**config.mk**
```make
export PLATFORM = sky130hd
export DESIGN_NAME = spw_rx
export DESIGN_NICKNAME = d
export VERILOG_FILES = /design/src/rtl/spw_pkg.sv /design/src/rtl/spw_rx_sync.sv /design/src/rtl/spw_rx.sv
export SDC_FILE = /design/constraint.sdc
export NUM_CORES = 1
export LEC_CHECK = 0
export BUFFER_PORTS_ARGS = -buffer_cell sky130_fd_sc_hd__buf_2
export CORE_MARGIN = 1
export CORE_UTILIZATION = 62
export DETAILED_ROUTE_END_ITERATION = 8
export GPL_TIMING_DRIVEN = 0
export PLACE_DENSITY = 0.83
export SLEW_MARGIN = 10
export SYNTH_ARGS = -nofsm -noshare
export SYNTH_HDL_FRONTEND = slang
export SYNTH_HIERARCHICAL = 1
export SYNTH_SLANG_ARGS = --single-unit
```
**constraint.sdc**
```tcl
create_clock -name clk -period 7 [get_ports clk]
set_clock_uncertainty 0.1 [all_clocks]
set_input_delay 1.4 -clock clk [delete_from_list [all_inputs] [get_ports clk]]
set_output_delay 1.4 -clock clk [all_outputs]
set_load 0.05 [all_outputs]
```
**src/rtl/spw_pkg.sv**
```systemverilog
// Shared encodings for the SpaceWire receiver: control codes, N-char values,
// the NULL alignment pattern and the receiver FSM states.
package spw_pkg;

    typedef enum logic {
        ST_HUNT = 1'b0,
        ST_RUN  = 1'b1
    } rx_state_e;

    // Two control bits packed as {first_received, second_received}.
    typedef enum logic [1:0] {
        CTL_FCT = 2'b00,
        CTL_EEP = 2'b01,
        CTL_EOP = 2'b10,
        CTL_ESC = 2'b11
    } ctl_code_e;

    localparam logic [8:0] RX_EOP = 9'h100;
    localparam logic [8:0] RX_EEP = 9'h101;

    // ESC then FCT, first-received bit in the MSB.
    localparam logic [7:0] NULL_PATTERN = 8'b0111_0100;

endpackage

```
**src/rtl/spw_rx_sync.sv**
```systemverilog
// Brings rx_d/rx_s into the clk domain and strobes once per D/S transition,
// presenting the synchronized data level as the recovered bit.
module spw_rx_sync #(
    parameter int SYNC_STAGES = 2   // minimum 2
) (
    input  logic clk,
    input  logic rst,
    input  logic rx_d,
    input  logic rx_s,
    output logic bit_stb,
    output logic bit_val
);

    logic [SYNC_STAGES-1:0] d_pipe;
    logic [SYNC_STAGES-1:0] s_pipe;
    logic                   x_q;
    logic                   x_now;

    assign x_now   = d_pipe[SYNC_STAGES-1] ^ s_pipe[SYNC_STAGES-1];
    assign bit_stb = x_now ^ x_q;
    assign bit_val = d_pipe[SYNC_STAGES-1];

    // NOTE: sequential state uses non-blocking assignments so every flop samples pre-edge values.
    always_ff @(posedge clk or negedge rst) begin
        if (!rst) begin
            d_pipe <= '0;
            s_pipe <= '0;
            x_q    <= 1'b0;
        end else begin
            d_pipe <= {d_pipe[SYNC_STAGES-2:0], rx_d};
            s_pipe <= {s_pipe[SYNC_STAGES-2:0], rx_s};
            x_q    <= x_now;
        end
    end

endmodule

```
**src/rtl/spw_rx.sv**
```systemverilog
// SpaceWire Data-Strobe receiver: bit recovery, NULL acquisition, character
// decoding with parity/escape checking and disconnect detection.
module spw_rx
    import spw_pkg::*;
#(
    parameter int DISC_CYCLES = 43,
    parameter int SYNC_STAGES = 2
) (
    input  logic       clk,
    input  logic       rst,
    input  logic       rx_en,
    input  logic       rx_d,
    input  logic       rx_s,
    output logic [8:0] rx_data,
    output logic       rx_valid,
    output logic       got_null,
    output logic       got_fct,
    output logic       tick_out,
    output logic [7:0] time_out,
    output logic       err_par,
    output logic       err_esc,
    output logic       err_disc
);

    localparam int DISC_W = $clog2(DISC_CYCLES + 1);

    logic bit_stb;
    logic bit_val;

    spw_rx_sync #(.SYNC_STAGES(SYNC_STAGES)) u_sync (
        .clk     (clk),
        .rst     (rst),
        .rx_d    (rx_d),
        .rx_s    (rx_s),
        .bit_stb (bit_stb),
        .bit_val (bit_val)
    );

    rx_state_e   state_q, state_d;
    logic [3:0]  bit_cnt_q, bit_cnt_d;
    logic [7:0]  win_q, win_d, win_nxt;
    logic [7:0]  data_q, data_d, data_nxt;
    logic        p_q, p_d, f_q, f_d;
    logic        prev_par_q, prev_par_d;
    logic        esc_q, esc_d;
    logic [DISC_W-1:0] disc_cnt_q, disc_cnt_d;
    logic        disc_arm_q, disc_arm_d;
    logic        got_null_q, got_null_d;
    logic [8:0]  rx_data_q, rx_data_d;
    logic [7:0]  time_q, time_d;
    logic        rx_valid_q, rx_valid_d, got_fct_q, got_fct_d, tick_q, tick_d;
    logic        err_par_q, err_par_d, err_esc_q, err_esc_d, err_disc_q, err_disc_d;
    logic        char_end, error;
    ctl_code_e   ctl;

    always_ff @(posedge clk or negedge rst) begin
        if (!rst) begin
            state_q    <= ST_HUNT;
            bit_cnt_q  <= '0;
            win_q      <= '0;
            data_q     <= '0;
            p_q        <= 1'b0;
            f_q        <= 1'b0;
            prev_par_q <= 1'b0;
            esc_q      <= 1'b0;
            disc_cnt_q <= '0;
            disc_arm_q <= 1'b0;
            got_null_q <= 1'b0;
            rx_data_q  <= '0;
            time_q     <= '0;
            rx_valid_q <= 1'b0;
            got_fct_q  <= 1'b0;
            tick_q     <= 1'b0;
            err_par_q  <= 1'b0;
            err_esc_q  <= 1'b0;
            err_disc_q <= 1'b0;
        end else begin
            state_q    <= state_d;
            bit_cnt_q  <= bit_cnt_d;
            win_q      <= win_d;
            data_q     <= data_d;
            p_q        <= p_d;
            f_q        <= f_d;
            prev_par_q <= prev_par_d;
            esc_q      <= esc_d;
            disc_cnt_q <= disc_cnt_d;
            disc_arm_q <= disc_arm_d;
            got_null_q <= got_null_d;
            rx_data_q  <= rx_data_d;
            time_q     <= time_d;
            rx_valid_q <= rx_valid_d;
            got_fct_q  <= got_fct_d;
            tick_q     <= tick_d;
            err_par_q  <= err_par_d;
            err_esc_q  <= err_esc_d;
            err_disc_q <= err_disc_d;
        end
    end

    // NOTE: every variable gets a default before any branch, so no latch can be inferred.
    always_comb begin
        state_d    = state_q;
        bit_cnt_d  = bit_cnt_q;
        win_d      = win_q;
        data_d     = data_q;
        p_d        = p_q;
        f_d        = f_q;
        prev_par_d = prev_par_q;
        esc_d      = esc_q;
        disc_cnt_d = disc_cnt_q;
        disc_arm_d = disc_arm_q;
        got_null_d = got_null_q;
        rx_data_d  = rx_data_q;
        time_d     = time_q;
        rx_valid_d = 1'b0;
        got_fct_d  = 1'b0;
        tick_d     = 1'b0;
        err_par_d  = 1'b0;
        err_esc_d  = 1'b0;
        err_disc_d = 1'b0;
        error      = 1'b0;
        data_nxt   = {bit_val, data_q[7:1]};
        win_nxt    = {win_q[6:0], bit_val};
        ctl        = ctl_code_e'({data_nxt[6], data_nxt[7]});
        char_end   = bit_stb && (state_q == ST_RUN) &&
                     (f_q ? (bit_cnt_q == 4'd3) : (bit_cnt_q == 4'd9));

        // Disconnect timer restarts on every bit; armed by the first bit seen.
        if (bit_stb) begin
            disc_cnt_d = '0;
            disc_arm_d = 1'b1;
        end else if (disc_arm_q) begin
            disc_cnt_d = disc_cnt_q + 1'b1;
            if (disc_cnt_q == DISC_W'(DISC_CYCLES - 1)) begin
                err_disc_d = 1'b1;
                error      = 1'b1;
            end
        end

        case (state_q)
            ST_HUNT: begin
                if (bit_stb) begin
                    win_d = win_nxt;
                    if (bit_cnt_q != 4'd7) bit_cnt_d = bit_cnt_q + 4'd1;
                    if (bit_cnt_q == 4'd7 && win_nxt == NULL_PATTERN) begin
                        // Aligned right after the FCT half of a NULL (control bits 00).
                        state_d    = ST_RUN;
                        got_null_d = 1'b1;
                        bit_cnt_d  = '0;
                        prev_par_d = 1'b0;
                        esc_d      = 1'b0;
                    end
                end
            end
            ST_RUN: begin
                if (bit_stb) begin
                    bit_cnt_d = bit_cnt_q + 4'd1;
                    if (bit_cnt_q == 4'd0)      p_d = bit_val;
                    else if (bit_cnt_q == 4'd1) f_d = bit_val;
                    else                        data_d = data_nxt;
                end
                if (char_end) begin
                    bit_cnt_d = '0;
                    if (!(prev_par_q ^ p_q ^ f_q)) begin
                        err_par_d = 1'b1;
                        error     = 1'b1;
                    end else if (f_q) begin
                        prev_par_d = data_nxt[6] ^ data_nxt[7];
                        if (esc_q) begin
                            esc_d = 1'b0;
                            if (ctl != CTL_FCT) begin
                                err_esc_d = 1'b1;
                                error     = 1'b1;
                            end
                        end else begin
                            case (ctl)
                                CTL_FCT: got_fct_d = 1'b1;
                                CTL_EOP: begin rx_valid_d = 1'b1; rx_data_d = RX_EOP; end
                                CTL_EEP: begin rx_valid_d = 1'b1; rx_data_d = RX_EEP; end
                                default: esc_d = 1'b1;
                            endcase
                        end
                    end else begin
                        prev_par_d = ^data_nxt;
                        if (esc_q) begin
                            esc_d  = 1'b0;
                            tick_d = 1'b1;
                            time_d = data_nxt;
                        end else begin
                            rx_valid_d = 1'b1;
                            rx_data_d  = {1'b0, data_nxt};
                        end
                    end
                end
            end
            default: state_d = ST_HUNT;
        endcase

        if (error || !rx_en) begin
            state_d    = ST_HUNT;
            got_null_d = 1'b0;
            esc_d      = 1'b0;
            prev_par_d = 1'b0;
            bit_cnt_d  = '0;
            win_d      = '0;
            disc_cnt_d = '0;
            disc_arm_d = 1'b0;
        end
        // Disabling the receiver silently drops whatever was in flight.
        if (!rx_en) begin
            rx_valid_d = 1'b0;
            got_fct_d  = 1'b0;
            tick_d     = 1'b0;
            err_par_d  = 1'b0;
            err_esc_d  = 1'b0;
            err_disc_d = 1'b0;
        end
    end

    assign rx_data  = rx_data_q;
    assign rx_valid = rx_valid_q;
    assign got_null = got_null_q;
    assign got_fct  = got_fct_q;
    assign tick_out = tick_q;
    assign time_out = time_q;
    assign err_par  = err_par_q;
    assign err_esc  = err_esc_q;
    assign err_disc = err_disc_q;

endmodule

```
# Word-level counts from Yosys, hierarchy flattened
# Index checks and enable logic that the tools add are counted.
[word_totals] ff_bits=60 in_bits=5
[op_classes] add_sub_neg=2 n_eq_ne=17 muxes=84 bitwise_logic=10 n_reduce_logical=23
[ops] op="2-to-1 mux 1 bit" count=65
[ops] op="2-to-1 mux 9 bit" count=3
[ops] op="2-to-1 mux 4 bit" count=6
[ops] op="2-to-1 mux 7 bit" count=3
[ops] op="2-to-1 mux 6 bit" count=3
[ops] op="case mux 9 bit (2 select lines)" count=1
[ops] op="AND reduction 4 bit" count=3
[ops] op="AND reduction 5 bit" count=2
[ops] op="!= test 3 x 1 -> 1 bit (second input constant)" count=3
[ops] op="AND reduction 3 bit" count=3
[ops] op="== test 8 x 7 -> 1 bit (second input constant)" count=1
[ops] op="case mux 4 bit (2 select lines)" count=1
[ops] op="parity 8 bit" count=1
[ops] op="adder 6 x 1 -> 6 bit (second input constant)" count=1
[ops] op="== test 6 bit (second input constant)" count=1
[ops] op="!= test 3 bit (second input constant)" count=2
[ops] op="nonzero test 2 bit" count=3
[ops] op="NOT 1 bit" count=5
[ops] op="bitwise XOR 1 bit" count=5
[ops] op="adder 4 x 1 -> 4 bit (second input constant)" count=1
[ops] op="== test 4 x 1 -> 1 bit (second input constant)" count=1
[ops] op="== test 4 x 2 -> 1 bit (second input constant)" count=1
[ops] op="== test 4 x 3 -> 1 bit (second input constant)" count=1
[ops] op="== test 4 bit (second input constant)" count=1
[ops] op="other kinds (16)" count=19

# Logic depth before layout (Yosys ltp)
[depth] depth_word=13 depth_mapped=8 mapped_depth_nobuf=7

# Hierarchy
# The synthesis kept the hierarchy.
[modules_own_cells] mod="spw_rx" n_inst=1 cells_per_inst=243 area_per_inst_um2=2606.2
[modules_own_cells] mod="spw_rx_sync" n_inst=1 cells_per_inst=7 area_per_inst_um2=157.7

# Worst setup path after synthesis
# OpenSTA, ideal clock, no wires.
[synth_path] kind="input port to flip-flop" start="input port rx_en" end="register disc_cnt_q[1]" setup_ns=0.111 arrival_time_ns=2.134 required_ns=6.789 setup_slack_ns=4.655 cell_stages=4 path_buffers=1 path_cell_list="o31ai_2 > a31o_2 > buf_6 > a2111oi_2"
[synth_via] elab_chain_len=3 word_cells_on_any_way=4 cone_classes="1 x mux; 3 x reduce/logical"
[synth_lines] element="from (decl)" line="spw_rx.sv:11" rtl="input logic rx_en,"
[synth_lines] element="logical NOT 1 bit (*)"
[synth_lines] element="logical OR 1 bit (*)" line="spw_rx.sv:199" rtl="if (error || !rx_en) begin"
[synth_lines] element="nonzero test 3 bit (no source line) or 2-to-1 mux 6 bit (tied branches)"
[synth_lines] element="to (signal assigned)" line="spw_rx.sv:86" rtl="disc_cnt_q <= disc_cnt_d;"
[synth_lines] element="to (decl)" line="spw_rx.sv:46" rtl="logic [DISC_W-1:0] disc_cnt_q, disc_cnt_d;"
# Every way passes the cells marked *; elsewhere a longest branch is shown, timed or not.
# A chain may end at the register's enable or synchronous reset.

# Worst setup path after layout
[layout_path] start="register u_sync.d_pipe[1]" end="register bit_cnt_q[2]"
[layout_via] elab_chain_len=12 word_cells_on_any_way=24 cone_classes="4 x eq/ne; 12 x mux; 2 x bitwise; 6 x reduce/logical"
[layout_lines] element="from (decl)" line="spw_rx_sync.sv:14" rtl="logic [SYNC_STAGES-1:0] d_pipe;"
[layout_lines] element="from (signal assigned)" line="spw_rx_sync.sv:30" rtl="d_pipe <= {d_pipe[SYNC_STAGES-2:0], rx_d};"
[layout_lines] element="bitwise XOR 1 bit (*)" line="spw_rx_sync.sv:19" rtl="assign x_now = d_pipe[SYNC_STAGES-1] ^ s_pipe[SYNC_STAGES-1];"
[layout_lines] element="bitwise XOR 1 bit (*)" line="spw_rx_sync.sv:20" rtl="assign bit_stb = x_now ^ x_q;"
[layout_lines] element="named net bit_stb" line="spw_rx.sv:27" rtl="logic bit_stb;"
[layout_lines] element="2-to-1 mux 1 bit" line="spw_rx.sv:129" rtl="if (bit_stb) begin"
[layout_lines] element="2-to-1 mux 1 bit" line="spw_rx.sv:171" rtl="if (ctl != CTL_FCT) begin"
[layout_lines] element="2-to-1 mux 1 bit" line="spw_rx.sv:169" rtl="if (esc_q) begin"
[layout_lines] element="2-to-1 mux 1 bit" line="spw_rx.sv:167" rtl="end else if (f_q) begin"
[layout_lines] element="2-to-1 mux 1 bit" line="spw_rx.sv:164" rtl="if (!(prev_par_q ^ p_q ^ f_q)) begin"
[layout_lines] element="2-to-1 mux 1 bit" line="spw_rx.sv:162" rtl="if (char_end) begin"
[layout_lines] element="2-to-1 mux 1 bit" line="spw_rx.sv:140" rtl="case (state_q)"
[layout_lines] element="logical OR 1 bit" line="spw_rx.sv:199"
[layout_lines] element="!= test 4 bit (no source line) (tied with other cells)"
[layout_lines] element="AND reduction 3 bit (no source line)"
[layout_lines] element="to (signal assigned)" line="spw_rx.sv:79" rtl="bit_cnt_q <= bit_cnt_d;"
[layout_lines] element="to (decl)" line="spw_rx.sv:40" rtl="logic [3:0] bit_cnt_q, bit_cnt_d;"
# Mark *: on every way through the listed nets, which the timed path passes. The rest lies on a longest branch. The select of a mux whose other input is x is not followed.

==> impl_metrics.env <==
export IMPL_r2r_end="bit_cnt_q[2]"
export IMPL_worstPathArrival_ns=2.79
export IMPL_gp_congestion=0.824
export IMPL_hp_start="u_sync/s_pipe[0]"
export IMPL_cts_setup_buffers=0
export IMPL_cts_tree="done"
export IMPL_min_delay_path_class="flop to flop"
export IMPL_rsz0062_at_grt="no"
export IMPL_ir_worst_vdd_mv=0.177
export IMPL_fillCellCount=282
export IMPL_grt_remaining_overflow=0
export IMPL_h_tree_depth=3
export IMPL_finalPower_mw=0.756
export IMPL_reg2regPathDepth=8
export IMPL_syn_to_final_growth_pct=15.8
export IMPL_path_class="flop to flop"
export IMPL_slew_headroom_pct=52.3
export IMPL_status="finished clean"
export IMPL_hold_viol=0
export IMPL_cts_buffers=9
export IMPL_rows=23
export IMPL_ys_types=49
export IMPL_multi_input_area_um2=1190
export IMPL_ctsHoldBuffers=0
export IMPL_r2r_start="u_sync/d_pipe[1]"
export IMPL_initial_utilization_pct=66.7
export IMPL_first_pass_iters=5
export IMPL_first_iter_violations=117
export IMPL_ant_nets=0
export IMPL_core_um2=4140
export IMPL_avgRoutedWirePerCell_um=15.3
export IMPL_drcViolationCount=0
export IMPL_synth_top_cell_area_share_pct=53.4
export IMPL_first_global_vias=1849
export IMPL_period_share_pct=38.1
export IMPL_dieArea_um2=4730
export IMPL_drv_slew=0
export IMPL_place_ws_ns=4.36
export IMPL_post_cts_resize_count=0
export IMPL_synth_edff_count=0
export IMPL_ys_warnings_count=6
export IMPL_io_pins=29
export IMPL_path_buf_inv=2
export IMPL_leakage_nw=1.50
export IMPL_setup_tns_ns=0
export IMPL_grt_max_degree=39
export IMPL_grt_pass1_wl_um=8700
export IMPL_max_cap_violations=0
export IMPL_synth_top_area_cell="dfrtp_1"
export IMPL_syn_num_nets=264
export IMPL_critPathMaxStageDelay_ns=0.52
export IMPL_vias=1955
export IMPL_synthArstFlopShare_pct=100
export IMPL_syn_inst=250
export IMPL_synth_area_leaders="dfrtp_1, nand2_1, mux2_2, ha_1, a21oi_1"
export IMPL_die_x_um=68.8
export IMPL_fmax_mhz=375
export IMPL_clockBufferDepth=2
export IMPL_path_cells="xor3_1 -> clkbuf_1 -> nand2b_1 -> o31ai_2 -> a31o_2 -> buf_6 -> nor2_2 -> a211o_1"
export IMPL_clkLatencyLatePin_ns=0.33
export IMPL_synth_seq_area_share_pct=53.4
export IMPL_fin_ws_ns=4.33
export IMPL_cts_sinks=59
export IMPL_antenna_found_initial=0
export IMPL_endpoint_kind="flop"
export IMPL_seq_area_um2=1480
export IMPL_path_max_fanout=10
export IMPL_drive_above_1_share_pct=23.9
export IMPL_avgSynthCellArea_um2=11.1
export IMPL_critPathSlowestCell="dfrtp_1"
export IMPL_routed_wirelength_um=5230
export IMPL_grt_usage_pct=26.4
export IMPL_syn_area_um2=2760
export IMPL_power_density_nw_per_um2=236
export IMPL_die_h_um=68.8
export IMPL_crit_family="compound AO/OA/AOI/OAI gates"
export IMPL_dp_hpwl_um=3450
export IMPL_path_clk_slew_ns=0.06
export IMPL_diodes=0
export IMPL_reg2reg_slack_ns=4.33
export IMPL_finalSetupViolCount=0
export IMPL_final_net_count=304
export IMPL_min_delay_worst_endpoint="u_sync/s_pipe[1]"
export IMPL_via_per_inst=5.70
export IMPL_min_period_ns=2.67
export IMPL_cts_root_buf="clkbuf_8"
export IMPL_worstHoldPathCells=0
export IMPL_critPathRequiredTime_ns=7.12
export IMPL_portBuffers=28
export IMPL_tightestPinTransition_ns=0.714
export IMPL_ys_seq_elements=59
export IMPL_synthFlopType="dfrtp_1"
export IMPL_startpoint_type="flop"
==> state kept, by name, indices dropped and copies added (netlist names), 2 cells and up <==
register / count
u_sync/d_pipe: 2
data_q: 7
disc_cnt_q: 6
bit_cnt_q: 4
u_sync/s_pipe: 2
rx_data: 9
time_out: 8
win_q: 7
==> Yosys cell counts, types with 3 or more instances <==
cell type,instances
nand3b_1,3
nor3b_1,3
clkbuf_1,8
xnor2_1,6
nand2b_1,8
nor3_1,10
nand2_1,37
nand4b_1,4
a21oi_1,12
ha_1,9
dfrtp_1,59
nor2_1,13
mux2_2,12
o21ai_1,3
o21ai_0,8
nand3_1,3
inv_1,7
xor2_1,6
==> per-layer routing <==
metal	vias up	wire length (um)	share of wire, %	global-route usage (%)
met2	57	2350	45	38.4
met3	16	214	4.1	5.92
met5	-	0	0	0
met1	942	2520	48	36.2
li1	940	-	-	-
met4	0	151	2.9	15.6
==> kinds of logic after synthesis <==
logic type                 count (synthesis)  share of synthesized area (%)
adders and majority gates                  9                           4.07
buffers and inverters                     20                           3.49
DFF                                       59                           53.4
AOI/OAI and AO/OA                         40                           10.5
xor gates and xnor gates                  14                           5.48
muxes                                     14                           5.79
and+or+nand+nor                           94                           17.2
==> placed cells by master, fill, tap and decap left out, types with 7 or more instances in the layout <==
master / Yosys / layout
o21ai_0: 8 / 8
inv_1: 7 / 7
nand2b_1: 8 / 8
clkbuf_1: 8 / 9
clkbuf_8: 0 / 11
nand2_1: 37 / 37
ha_1: 9 / 9
buf_2: 2 / 30
dfrtp_1: 59 / 59
a21oi_1: 12 / 12
nor3_1: 10 / 10
mux2_2: 12 / 12
nor2_1: 13 / 13
==> worst max path at each step <==
stage	slack, ns	cells after the start	start	to
floorplan	4.65	4	rx_en	disc_cnt_q[1]
global placement	4.36	1	rst	time_out[2]
detailed placement	4.36	8	u_sync/d_pipe[1]	bit_cnt_q[2]
CTS	4.32	8	u_sync/d_pipe[1]	bit_cnt_q[2]
global route	4.16	8	u_sync/d_pipe[1]	bit_cnt_q[2]
finish	4.33	8	u_sync/d_pipe[1]	bit_cnt_q[2]
==> worst reg2reg max path: stages (launching register included) <==
cell	delay (ns)
dfrtp_1	0.52
xor3_1	0.38
clkbuf_1	0.24
nand2b_1	0.25
o31ai_2	0.40
a31o_2	0.20
buf_6	0.14
nor2_2	0.06
a211o_1	0.29
==> report_power, final <==
part | switching, mW | total, mW | internal (mW)
registers | 0.00757 | 0.356 | 0.349
clock network | 0.124 | 0.340 | 0.216
logic | 0.0396 | 0.0606 | 0.0210
total | 0.171 | 0.756 | 0.586
==> layout make-up <==
| cell class | instances | share of cell area, % |
|---|---|---|
| flip-flops and latches | 59 | 46.1 |
| multi-input cells | 171 | 37.2 |
| repair buffers | 29 | 5.00 |
| clock buffers | 12 | 4.85 |
| plain buffers | 13 | 2.19 |
| well taps | 50 | 1.95 |
| clock inverters | 2 | 1.88 |
| inverters | 7 | 0.821 |
==> stage by stage <==
stage / utilization [%] / instance area (um2) / cells / hold slack [ns]
final: 77.3 / 3200 / 343 / 0.250
after global routing: 77.3 / 3200 / 343 / 0.255
after CTS: 77.3 / 3200 / 343 / 0.252
after detailed placement: 72.1 / 2990 / 329 / 0.238
after global placement: 71.6 / 2970 / 328 / 0.232
after floorplan: - / 2760 / 250 / 0.231
(Power assumes the default switching activity.)
